[config.mk]
export PLATFORM = sky130hd
export DESIGN_NAME = bank128_wr_n
export DESIGN_NICKNAME = d
export VERILOG_FILES = /design/src/rtl/bank128_wr_n.sv
export SDC_FILE = /design/constraint.sdc
export NUM_CORES = 1
export LEC_CHECK = 0
export ABC_AREA = 1
export CAP_MARGIN = 30
export CORE_AREA = 2 2 211 213
export CTS_CLUSTER_DIAMETER = 200
export DETAILED_ROUTE_END_ITERATION = 7
export DIE_AREA = 0 0 213 215
export DONT_BUFFER_PORTS = 1
export GPL_TIMING_DRIVEN = 1
export HOLD_SLACK_MARGIN = 0.03
export PLACE_DENSITY = 0.76
export SETUP_SLACK_MARGIN = 0.4
export SKIP_LAST_GASP = 1
export SYNTH_ARGS = -nofsm -noshare
export SYNTH_HDL_FRONTEND = slang
export SYNTH_SLANG_ARGS = --single-unit
[constraint.sdc]
create_clock -name clk_i -period 24.6 [get_ports clk_i]
set_input_delay 3.69 -clock clk_i [delete_from_list [all_inputs] [get_ports clk_i]]
set_output_delay 3.69 -clock clk_i [all_outputs]
set_load 0.02 [all_outputs]
[src/rtl/bank128_wr_n.sv]
// 128 x n storage bank with registered read select feeding a 128:1 mux, single write port and sequenced clear.
// Optional: define BANK_WRCNT_EN to add a saturating accepted-write counter on wr_cnt_o.
module bank128_wr_n #(
  parameter int unsigned n       = 4,
  parameter int unsigned address = 7,
  parameter int unsigned m       = 128
) (
  input  logic               clk_i,
  input  logic               rst_i,
  input  logic               wr_en_i,
  input  logic [address-1:0] wr_addr_i,
  input  logic [n-1:0]       wr_data_i,
  input  logic               clr_req_i,
  input  logic               rd_en_i,
  input  logic [address-1:0] rd_addr_i,
  output logic [n-1:0]       data_o [0:m-1],
  output logic [address-1:0] sel_o,
  output logic               rd_valid_o,
  output logic               wr_ack_o,
`ifdef BANK_WRCNT_EN
  output logic [7:0]         wr_cnt_o,
`endif
  output logic               busy_o
);

  localparam int unsigned CntW = 8;

  typedef enum logic {
    IDLE  = 1'b0,
    CLEAR = 1'b1
  } state_e;

  state_e             state_q;
  logic [address-1:0] cnt_q;
  logic [address-1:0] sel_q;
  logic [n-1:0]       mem_q [0:m-1];
  logic               rd_valid_q;
  logic               wr_ack_q;
  logic               busy_q;

  logic wr_accept_c;
  logic rd_accept_c;
  logic clr_start_c;

  // A clear request in IDLE wins over a coincident write; reads are only served in IDLE.
  assign clr_start_c = (state_q == IDLE) && clr_req_i;
  assign wr_accept_c = (state_q == IDLE) && wr_en_i && !clr_req_i;
  assign rd_accept_c = (state_q == IDLE) && rd_en_i;

  always_ff @(posedge clk_i or posedge rst_i) begin
    if (rst_i) begin
      state_q    <= IDLE;
      cnt_q      <= '0;
      sel_q      <= '0;
      rd_valid_q <= 1'b0;
      wr_ack_q   <= 1'b0;
      busy_q     <= 1'b0;
      for (int i = 0; i < int'(m); i++) begin
        mem_q[i] <= '0;
      end
    end else begin
      rd_valid_q <= rd_accept_c;
      wr_ack_q   <= wr_accept_c;
      if (rd_accept_c) begin
        sel_q <= rd_addr_i;
      end
      if (wr_accept_c) begin
        mem_q[wr_addr_i] <= wr_data_i;
      end
      case (state_q)
        IDLE: begin
          if (clr_req_i) begin
            state_q <= CLEAR;
            busy_q  <= 1'b1;
            cnt_q   <= '0;
          end
        end
        CLEAR: begin
          // One word per edge; the counter wraps back to 0 on the final edge.
          mem_q[cnt_q] <= '0;
          cnt_q        <= cnt_q + address'(1);
          if (cnt_q == address'(m - 1)) begin
            state_q <= IDLE;
            busy_q  <= 1'b0;
          end
        end
        default: begin
          state_q <= IDLE;
          busy_q  <= 1'b0;
        end
      endcase
    end
  end

`ifdef BANK_WRCNT_EN
  logic [CntW-1:0] wr_cnt_q;
  logic [CntW-1:0] wr_cnt_d;

  // Saturating count of accepted writes, restarted by each clear.
  always_comb begin
    wr_cnt_d = wr_cnt_q;
    if (clr_start_c) begin
      wr_cnt_d = '0;
    end else if (wr_accept_c && (wr_cnt_q != {CntW{1'b1}})) begin
      wr_cnt_d = wr_cnt_q + CntW'(1);
    end
  end

  always_ff @(posedge clk_i or posedge rst_i) begin
    if (rst_i) begin
      wr_cnt_q <= '0;
    end else begin
      wr_cnt_q <= wr_cnt_d;
    end
  end

  assign wr_cnt_o = wr_cnt_q;
`else
  logic unused_clr_start;
  assign unused_clr_start = clr_start_c ^ (CntW == 0);
`endif

  assign data_o     = mem_q;
  assign sel_o      = sel_q;
  assign rd_valid_o = rd_valid_q;
  assign wr_ack_o   = wr_ack_q;
  assign busy_o     = busy_q;

endmodule

==> run metrics <==
outcome=complete, no violations; initial antenna violation count=2; layout cells sized above 1=under 10%; worst-path cell chain=inv_8 > buf_12 > buf_4 > buf_16 > buf_4; H-Tree Depth=2; slowest stage cell on the critical path=buf_4; worst path bufs/invs=5; most used cell, CP=buf_4; Die W=213 µm; worst-margin pin slew=1030 ps; xor/xnor share of the synthesized area=0%; Mapped Avg Cell Area=7.85 µm²; worst skew pair latency=610 ps; crit path to=data_o[76]; final antenna-violating net count=0; Max Cap Viol=0; Hold Violations, Final=0; reg2reg start=state_q; routability cong.=0.922; adder-cell share of the synthesized area=0.0510%; largest net degree at the start of global routing=around 180; min cycle time layout=between 6000 and 7000 ps; unrepaired setup endpoints after global routing=no; initial core utilization=between 50% and 60%; GRT Residual Overflow=0; Seq. cell area=0.0133 mm²; CTS Buf Count=54; # clock sinks=530; Ports=545; Synth Cell Area=between 0.02 and 0.025 mm²; Worst EP required=25,200 ps; max incr delay on CP=780 ps; DR vias=between 20,000 and 25,000; Core Util, Final=61.1%; CTS root buf=clkbuf_16; YS warnings=0; post-synthesis sequential area ratio=54.1%; # port buffers=0; Post-Route WL=roughly 81,000 µm; Resize count post-CTS=0; # DRC=0; P_sw=around 0.57 mW; multiplexer share of the synthesized area=0%; sw frac=28.3%; Levels on crit path=5; synth unique cells=22; Final setup viols=0; fill cell count=3,722; Syn Inst Count=3,122; Tcrit/Tclk final=about a quarter; Reg2Reg Setup Slack=~21,000 ps; Ant. Diodes=0; skew final=18.1 ps; peak supply drop=0.0530 mV; Int Pwr=1.46 mW; FF-to-FF path depth=7; nature of the critical path startpoint=input port; cts hold-fix bufs=0; most frequent cells in the layout=660 x nand2_1, 610 x nor2_1, 530 x dfrtp_1; CP endpoint kind=asynchronous set/reset pin; Static Leak=14.6 nW; Area Overhead vs Synth=8.80%; syn nets=3,146; largest family of logic cells by synthesized area=simple AND/OR/NAND/NOR gates; aggregate global-route resource usage=35.2%; Hold Path Class=reg2reg; Slew headroom=31.0%; Setup Buffers After CTS=0; worst setup margin=18,440 ps; row cnt=between 70 and 80; drt via density=6.01; die height=215 µm; Worst Path Max Fanout=roughly 170; Reg clk slew, reported paths=60 ps; max-slew violation count=0; number of global-route vias before repair=20,300; pwr dens=76.0 mW/mm²; clock power share=42.3%; drt pass-1 iters=6; area of the multi-input gates=0.0100 mm²; commonest non-fill, non-tap cell in the layout=nand2_1; critical path launch point=rst_i; critical path's top delay family=buffers and inverters; compound-cell area share of the yosys netlist=between 10% and 20%; sequential share of power=between 40% and 50%; Simple-Gate Fraction of Synth Area=between 20% and 30%; #FFs+latches synth=530; Arr. time, crit path=just under 7000 ps; DIE AREA=0.0458 mm²; Gate power share=10.4%; Post-DP HPWL=between 50,000 and 60,000 µm; Crit Reg-Reg Endpoint=data_o[102]; initial DRC count=2,391; CTS tree=yes; setup_tns=0 ps; WS Path Type=in2async; Final nets=2,994; Core ar.=between 0.04 and 0.05 mm²; Placement Setup Slack=17,720 ps; WL/cell=22.5 µm; first-pass GRT wire length=124,000 µm; Fmax=162 MHz; clock buffer depth=3
-- cells by family after synthesis --
logic type,Yosys count
fa+ha+maj,1
flops,530
simple gates,1761
buf+inv,320
compound gates,510
-- synth_stat cells (all sizes together) --
cell type	number	area, µm²
nand2	660	2480
nor2	640	2460
dfrtp	530	13300
nand3	450	2270
a21oi	444	2220
buf	135	702
clkbuf	120	450
o21ai	66	330
inv	64	240
nand4	4	25.0
or2	4	25.0
nor3	3	30.0
clkinv	1	3.75
ha	1	12.5
-- flip-flops by register name, summed over array words and instances (netlist names) --
name        cells
cnt_q           7
state_q         1
data_o        512
sel_o           7
rd_valid_o      1
busy_o          1
wr_ack_o        1
-- stage by stage --
step	hold WS, ps	instance area [µm²]	std cells	power, mW
floorplan	538	24500	3122	1.09
global placement	568	24500	3491	1.17
detailed placement	596	24800	3506	1.18
CTS	604	26700	3603	2.03
global route	655	26700	3603	2.09
finish	617	26700	3603	2.03
-- power by group through the flow --
| stage | combinational, mW | sequential [mW] | clock [mW] |
|---|---|---|---|
| floorplan | 0.133 | 0.957 | 0 |
| global placement | 0.195 | 0.973 | 0 |
| global route | 0.228 | 0.962 | 0.901 |
| detailed placement | 0.206 | 0.974 | 0 |
| CTS | 0.207 | 0.958 | 0.864 |
| finish | 0.210 | 0.960 | 0.859 |
-- routing by layer --
metal	routed length [µm]	GRT usage (%)	vias up
met1	28900	43.0	10400
met4	4630	19.0	0
met3	9590	11.4	226
met2	37900	55.5	1176
met5	0	0	-
li1	-	-	9858
-- worst min path at each step --
stage             start        to  slack (ps)  cells after the start
4_1_cts        cnt_q[5]  cnt_q[5]         600                      1
6_report       cnt_q[5]  cnt_q[5]         620                      1
5_1_grt        sel_o[1]  sel_o[1]         650                      2
3_3_place_gp   cnt_q[5]  cnt_q[5]         570                      1
2_1_floorplan  cnt_q[5]  cnt_q[5]         540                      1
3_5_place_dp   cnt_q[5]  cnt_q[5]         600                      1
-- layout make-up --
class / count / share of cell area (%)
well taps: 592 / 2.78
clock buffers: 87 / 6.26
flip-flops and latches: 530 / 49.7
inverters: 65 / 0.980
clock inverters: 10 / 0.671
repair buffers: 47 / 1.98
multi-input cells: 2272 / 37.6
(Power assumes the default switching activity.)
